<file path="config.mk">
export PLATFORM = sky130hd
export DESIGN_NAME = pc_sequencer
export DESIGN_NICKNAME = d
export VERILOG_FILES = /design/src/rtl/pc_sequencer.sv
export SDC_FILE = /design/constraint.sdc
export NUM_CORES = 1
export LEC_CHECK = 0
export CAP_MARGIN = 20
export CORE_UTILIZATION = 60
export CTS_BUF_LIST = sky130_fd_sc_hd__clkbuf_4
export DETAILED_ROUTE_END_ITERATION = 12
export PLACE_DENSITY = 0.82
export SLEW_MARGIN = 25
export SYNTH_ARGS = -nofsm -noshare
export SYNTH_HDL_FRONTEND = slang
export SYNTH_SLANG_ARGS = --single-unit
</file>
<file path="constraint.sdc">
create_clock -name clk -period 8.4 [get_ports clk]
set_input_delay 1.26 -clock clk [delete_from_list [all_inputs] [get_ports clk]]
set_output_delay 1.26 -clock clk [all_outputs]
set_load 0.005 [all_outputs]
</file>
<file path="src/rtl/pc_sequencer.sv">
// pc_sequencer: registered program counter with stall, conditional branch,
// absolute and register-indirect jumps, and a circular return-address stack.
module pc_sequencer #(
  parameter int                 ADDR_W    = 32,
  parameter int                 INC_LOG2  = 0,
  parameter int                 JUMP_W    = 26,
  parameter int                 OFF_W     = 16,
  parameter int                 RAS_DEPTH = 4,
  parameter logic [ADDR_W-1:0]  RESET_PC  = '0
) (
  input  logic              clk,
  input  logic              reset,
  input  logic              stall,
  input  logic              branch,
  input  logic              zero,
  input  logic              jump,
  input  logic              jump_reg,
  input  logic              call,
  input  logic              ret,
  input  logic [JUMP_W-1:0] jump_address,
  input  logic [OFF_W-1:0]  branch_offset,
  input  logic [ADDR_W-1:0] reg_address,
  output logic [ADDR_W-1:0] pc,
  output logic              ras_empty,
  output logic              ras_full,
  output logic              ras_error
);

  localparam int PTR_W = $clog2(RAS_DEPTH);
  localparam int CNT_W = $clog2(RAS_DEPTH + 1);
  localparam logic [CNT_W-1:0]  CNT_MAX  = CNT_W'(RAS_DEPTH);
  // Bits of the jump target supplied by jump_address plus the alignment zeros.
  localparam logic [ADDR_W-1:0] LOW_MASK = (ADDR_W'(1) << (JUMP_W + INC_LOG2)) - ADDR_W'(1);

  typedef enum logic [2:0] {
    SRC_SEQ,
    SRC_BRANCH,
    SRC_JUMP,
    SRC_JREG,
    SRC_RET
  } src_t;

  logic [ADDR_W-1:0] ras_mem [RAS_DEPTH];
  logic [PTR_W-1:0]  top, top_next;
  logic [CNT_W-1:0]  count, count_next;
  logic              error_next;
  logic [ADDR_W-1:0] pc_plus, pc_next, jump_target, branch_target, branch_disp;
  logic              push, pop;
  src_t              src;

  // Select the next-pc source by priority and derive the RAS update.
  // NOTE: every signal written here gets a default first so no latch is inferred.
  always_comb begin
    pc_plus       = pc + (ADDR_W'(1) << INC_LOG2);
    jump_target   = (pc_plus & ~LOW_MASK) | (ADDR_W'(jump_address) << INC_LOG2);
    branch_disp   = {{(ADDR_W-OFF_W){branch_offset[OFF_W-1]}}, branch_offset};
    branch_target = pc_plus + (branch_disp << INC_LOG2);

    src = SRC_SEQ;
    if (ret)                  src = SRC_RET;
    else if (jump_reg)        src = SRC_JREG;
    else if (jump)            src = SRC_JUMP;
    else if (branch && zero)  src = SRC_BRANCH;

    push = call && (src == SRC_JREG || src == SRC_JUMP);
    pop  = (src == SRC_RET);

    case (src)
      SRC_RET:    pc_next = (count == '0) ? reg_address : ras_mem[top];
      SRC_JREG:   pc_next = reg_address;
      SRC_JUMP:   pc_next = jump_target;
      SRC_BRANCH: pc_next = branch_target;
      default:    pc_next = pc_plus;
    endcase

    top_next   = top;
    count_next = count;
    error_next = ras_error;
    if (push) begin
      // When full the slot above top is the oldest entry, so it is overwritten.
      top_next = top + PTR_W'(1);
      if (count == CNT_MAX) error_next = 1'b1;
      else                  count_next = count + CNT_W'(1);
    end else if (pop) begin
      if (count == '0) begin
        error_next = 1'b1;
      end else begin
        top_next   = top - PTR_W'(1);
        count_next = count - CNT_W'(1);
      end
    end
  end

  // Register pc, stack pointer/count and flags; stall freezes all of them.
  // NOTE: sequential state uses non-blocking assignments so all registers update together.
  always_ff @(posedge clk) begin
    if (reset) begin
      pc        <= RESET_PC;
      top       <= '0;
      count     <= '0;
      ras_empty <= 1'b1;
      ras_full  <= 1'b0;
      ras_error <= 1'b0;
    end else if (!stall) begin
      pc        <= pc_next;
      top       <= top_next;
      count     <= count_next;
      ras_empty <= (count_next == '0);
      ras_full  <= (count_next == CNT_MAX);
      ras_error <= error_next;
    end
  end

  // Write the return address into the stack storage.
  // NOTE: stack storage is not reset; count alone decides which entries are valid.
  always_ff @(posedge clk) begin
    if (!reset && !stall && push) ras_mem[top_next] <= pc_plus;
  end

endmodule

</file>
==> qor.csv <==
stage,metric,value,unit
grt,antenna violations before repair,0,
clock_network,PostCTS Resize Cnt,0,
sta,Relative slew margins,33.6,%
sta,final slew viol count,0,
power_and_ir_drop,VDD IR max,182,uV
worst_setup_path,WP data required,8.88,ns
finish,fin nets,1092,
floorplan,Die ar.,16800,sq um
logic_synthesis,ys flop type,edfxtp_1,
sta,final setup vio count,0,
logic_synthesis,Yosys reg bits,170,
sta,Max Clock Freq,228,MHz
worst_setup_path,kind of critical path,register to register,
worst_setup_path,Worst path max stage delay,0.55,ns
sta,RSZ-0062 raised after global routing,false,
clock_network,cts hold-fix bufs,0,
worst_setup_path,terminus of the critical flop-to-flop path,pc[29],
finish,Fill cells,1184,
drt,Post-DRT Antenna Nets,0,
sta,Slew @ Worst Pin,0.993,ns
drt,overall routed net length,27300,um
sta,fin crit share,52.3,%
drt,Remaining DRCs,0,
finish,number of diodes,0,
finish,area of the multi-input gates,4760,sq um
worst_setup_path,crit-path cells,"ha_1, nand4_2, nor4_4, and2_1, nand3_1, xnor2_1, ha_1, nand3_1, or3_1, inv_1, a211oi_2, mux2i_1, a211oi_1",
placed_design,dpl hpwl,19000,um
power_and_ir_drop,Leak,3.98,nW
floorplan,Initial Util,61.4,%
finish,final core occ,71.7,%
logic_synthesis,post-synthesis net count,992,
drt,Vias,7927,
logic_synthesis,syn avg cell area,11.2,sq um
grt,largest net degree at the start of global routing,45,
logic_synthesis,Synth warnings,0,
worst_setup_path,CP endpoint kind,register,
floorplan,Die H,129,um
finish,area grow syn2layout,16.8,%
finish,"leading cell type in the layout, fill and taps excluded",edfxtp_1,
hold_path,Min-Delay Path Class,register to register,
drt,DR vias/cell,6.63,
clock_network,worst skew pair latency,0.58,ns
clock_network,Longest Clk Path Bufs,2,
grt,first-pass GRT wire length,41100,um
clock_network,Root Driver,clkbuf_4,
logic_synthesis,ys async rst share,0,%
outcome,run status,"complete, no violations",
sta,Setup TNS,0,ns
clock_network,Num CTS Buffers,17,
grt,vias in the first global route,7541,
worst_setup_path,Worst Setup SP,pc[0],
worst_setup_path,CP Data Arrival Time,4.87,ns
power_and_ir_drop,Power Total,1.88,mW
worst_setup_path,Worst R2R Path Depth,13,
floorplan,Chip Width,129,um
hold_path,Hold Path Sink,ras_error,
drt,Detailed Routing Iterations Pass 1,7,
power_and_ir_drop,P per Cell Area,165,nW/um^2
logic_synthesis,synthesized instance count,867,
worst_setup_path,register-to-register setup slack,4.01,ns
drt,WL per Instance,22.9,um
logic_synthesis,Yosys cell types,74,
clock_network,clock-pin slew on the worst setup and hold paths,0.17,ns
worst_setup_path,crit start category,register,
clock_network,depth of the CTS H-tree,4,
logic_synthesis,"EDFF count, synth",128,
finish,register area,4690,sq um
clock_network,CTS tree,done,
floorplan,IO Count,118,
logic_synthesis,Synth Cell Area,9750,sq um
worst_setup_path,Top Family by Delay on Critical Path,simple AND/OR/NAND/NOR gates,
worst_setup_path,r2r startpoint,pc[0],
flow_run,max cap viols,0,
floorplan,floorplan row count,46,
clock_network,post-CTS setup buffers,0,
worst_setup_path,CP Buf/Inv Count,1,
drt,DR iter-0 viols,931,
hold_path,Hold Startpoint,ras_error,
sta,final hold violation count,0,
worst_setup_path,CP max stage cell,nor4_4,
grt,Total GRT Usage,33.3,%
sta,Tmin final,4.39,ns
hold_path,hold path cells,2,
grt,grt ovf,0,
worst_setup_path,peak fanout along the critical path,8,
placed_design,Final GP Congestion,0.954,
floorplan,Core ar.,15900,sq um
clock_network,# clock sinks,170,
finish,share of post-route cells with drive strength above 1,10.8,%
placed_design,# port buffers,117,
finish,"commonest cells after routing, fill and taps aside","edfxtp_1 (128), clkdlybuf4s50_1 (116), nand2_1 (70)",
logic_synthesis,register area share after synthesis,48.0,%
sta,Clock Skews,0.0324,ns
## flip-flops by register name, summed over array words and instances (netlist names), named ones only
name       flops
ras_mem      128
pc            32
count          3
top            2
ras_empty      1
ras_error      1
ras_full       1
## kinds of logic after synthesis
kind of cell | after synthesis | synth area share [%]
AND/OR/NAND/NOR | 245 | 13.1
adder cells (fa/ha/maj) | 42 | 5.47
buffers and inverters | 83 | 3.41
XOR/XNOR | 52 | 4.94
flip-flops | 170 | 48.0
AO/OA/AOI/OAI | 235 | 16.8
multiplexers | 40 | 8.24
## metal layers
metal | up-vias | track usage [%] | wire length (um)
met5 | - | 0 | 0
met1 | 3923 | 44.4 | 11400
met2 | 370 | 55.3 | 13400
met3 | 53 | 6.23 | 1950
met4 | 0 | 10.8 | 581
li1 | 3581 | - | -
## worst max-delay path by stage
stage | to | slack (ns) | cells past startpoint
finish | pc[29] | 4.01 | 13
global route | pc[31] | 3.78 | 15
CTS | pc[29] | 4.04 | 13
detailed placement | pc[24] | 3.87 | 10
global placement | pc[24] | 3.90 | 10
floorplan | ras_mem[3][0] | 3.31 | 6
## power breakdown
| group | leakage, nW | internal [mW] | total [mW] | switching [mW] |
|---|---|---|---|---|
| combinational | 2.30 | 0.200 | 0.441 | 0.242 |
| clock | 0.157 | 0.159 | 0.471 | 0.312 |
| sequential | 1.52 | 0.932 | 0.962 | 0.0303 |
| total | 3.98 | 1.29 | 1.88 | 0.584 |
## through the flow
stage | std cells | setup slack [ns] | cell area (sq um) | hold slack, ns
2_1_floorplan | 867 | 3.31 | 9750 | 0.461
3_5_place_dp | 1164 | 3.87 | 11100 | 0.471
3_3_place_gp | 1164 | 3.90 | 11100 | 0.469
6_report | 1196 | 4.01 | 11400 | 0.516
5_1_grt | 1196 | 3.78 | 11400 | 0.544
4_1_cts | 1196 | 4.04 | 11400 | 0.511
## layout make-up
type	count	area share, %
Multi-Input combinational cell	614	41.8
Sequential cell	170	41.1
Timing Repair Buffer	132	11.2
Tap cell	216	2.37
Clock inverter	14	1.21
Clock buffer	18	1.19
Inverter	32	1.05
## worst reg2reg max path, stage by stage, from the launching register on
cell	delay [ns]
dfxtp_1	0.46
ha_1	0.30
nand4_2	0.27
nor4_4	0.55
and2_1	0.48
nand3_1	0.16
xnor2_1	0.49
ha_1	0.42
nand3_1	0.21
or3_1	0.17
inv_1	0.06
a211oi_2	0.35
mux2i_1	0.13
a211oi_1	0.25
## cells in the mapped netlist, drive strengths merged, types with 12 or more instances
cell type,number,area share [%]
a21o,12,0.92
a21oi,66,3.4
a221o,19,2.0
a221oi,38,3.4
and3,13,0.83
buf,15,0.80
clkbuf,36,1.4
dfxtp,42,8.6
edfxtp,128,39
ha,41,5.3
inv,31,1.2
mux4,32,7.4
nand2,70,2.7
nand3,21,1.3
nand4,21,1.6
nor2,57,2.2
nor3,16,0.82
o21ai,36,1.8
xnor2,37,3.5
xor2,15,1.4
(Power assumes the default switching activity.)
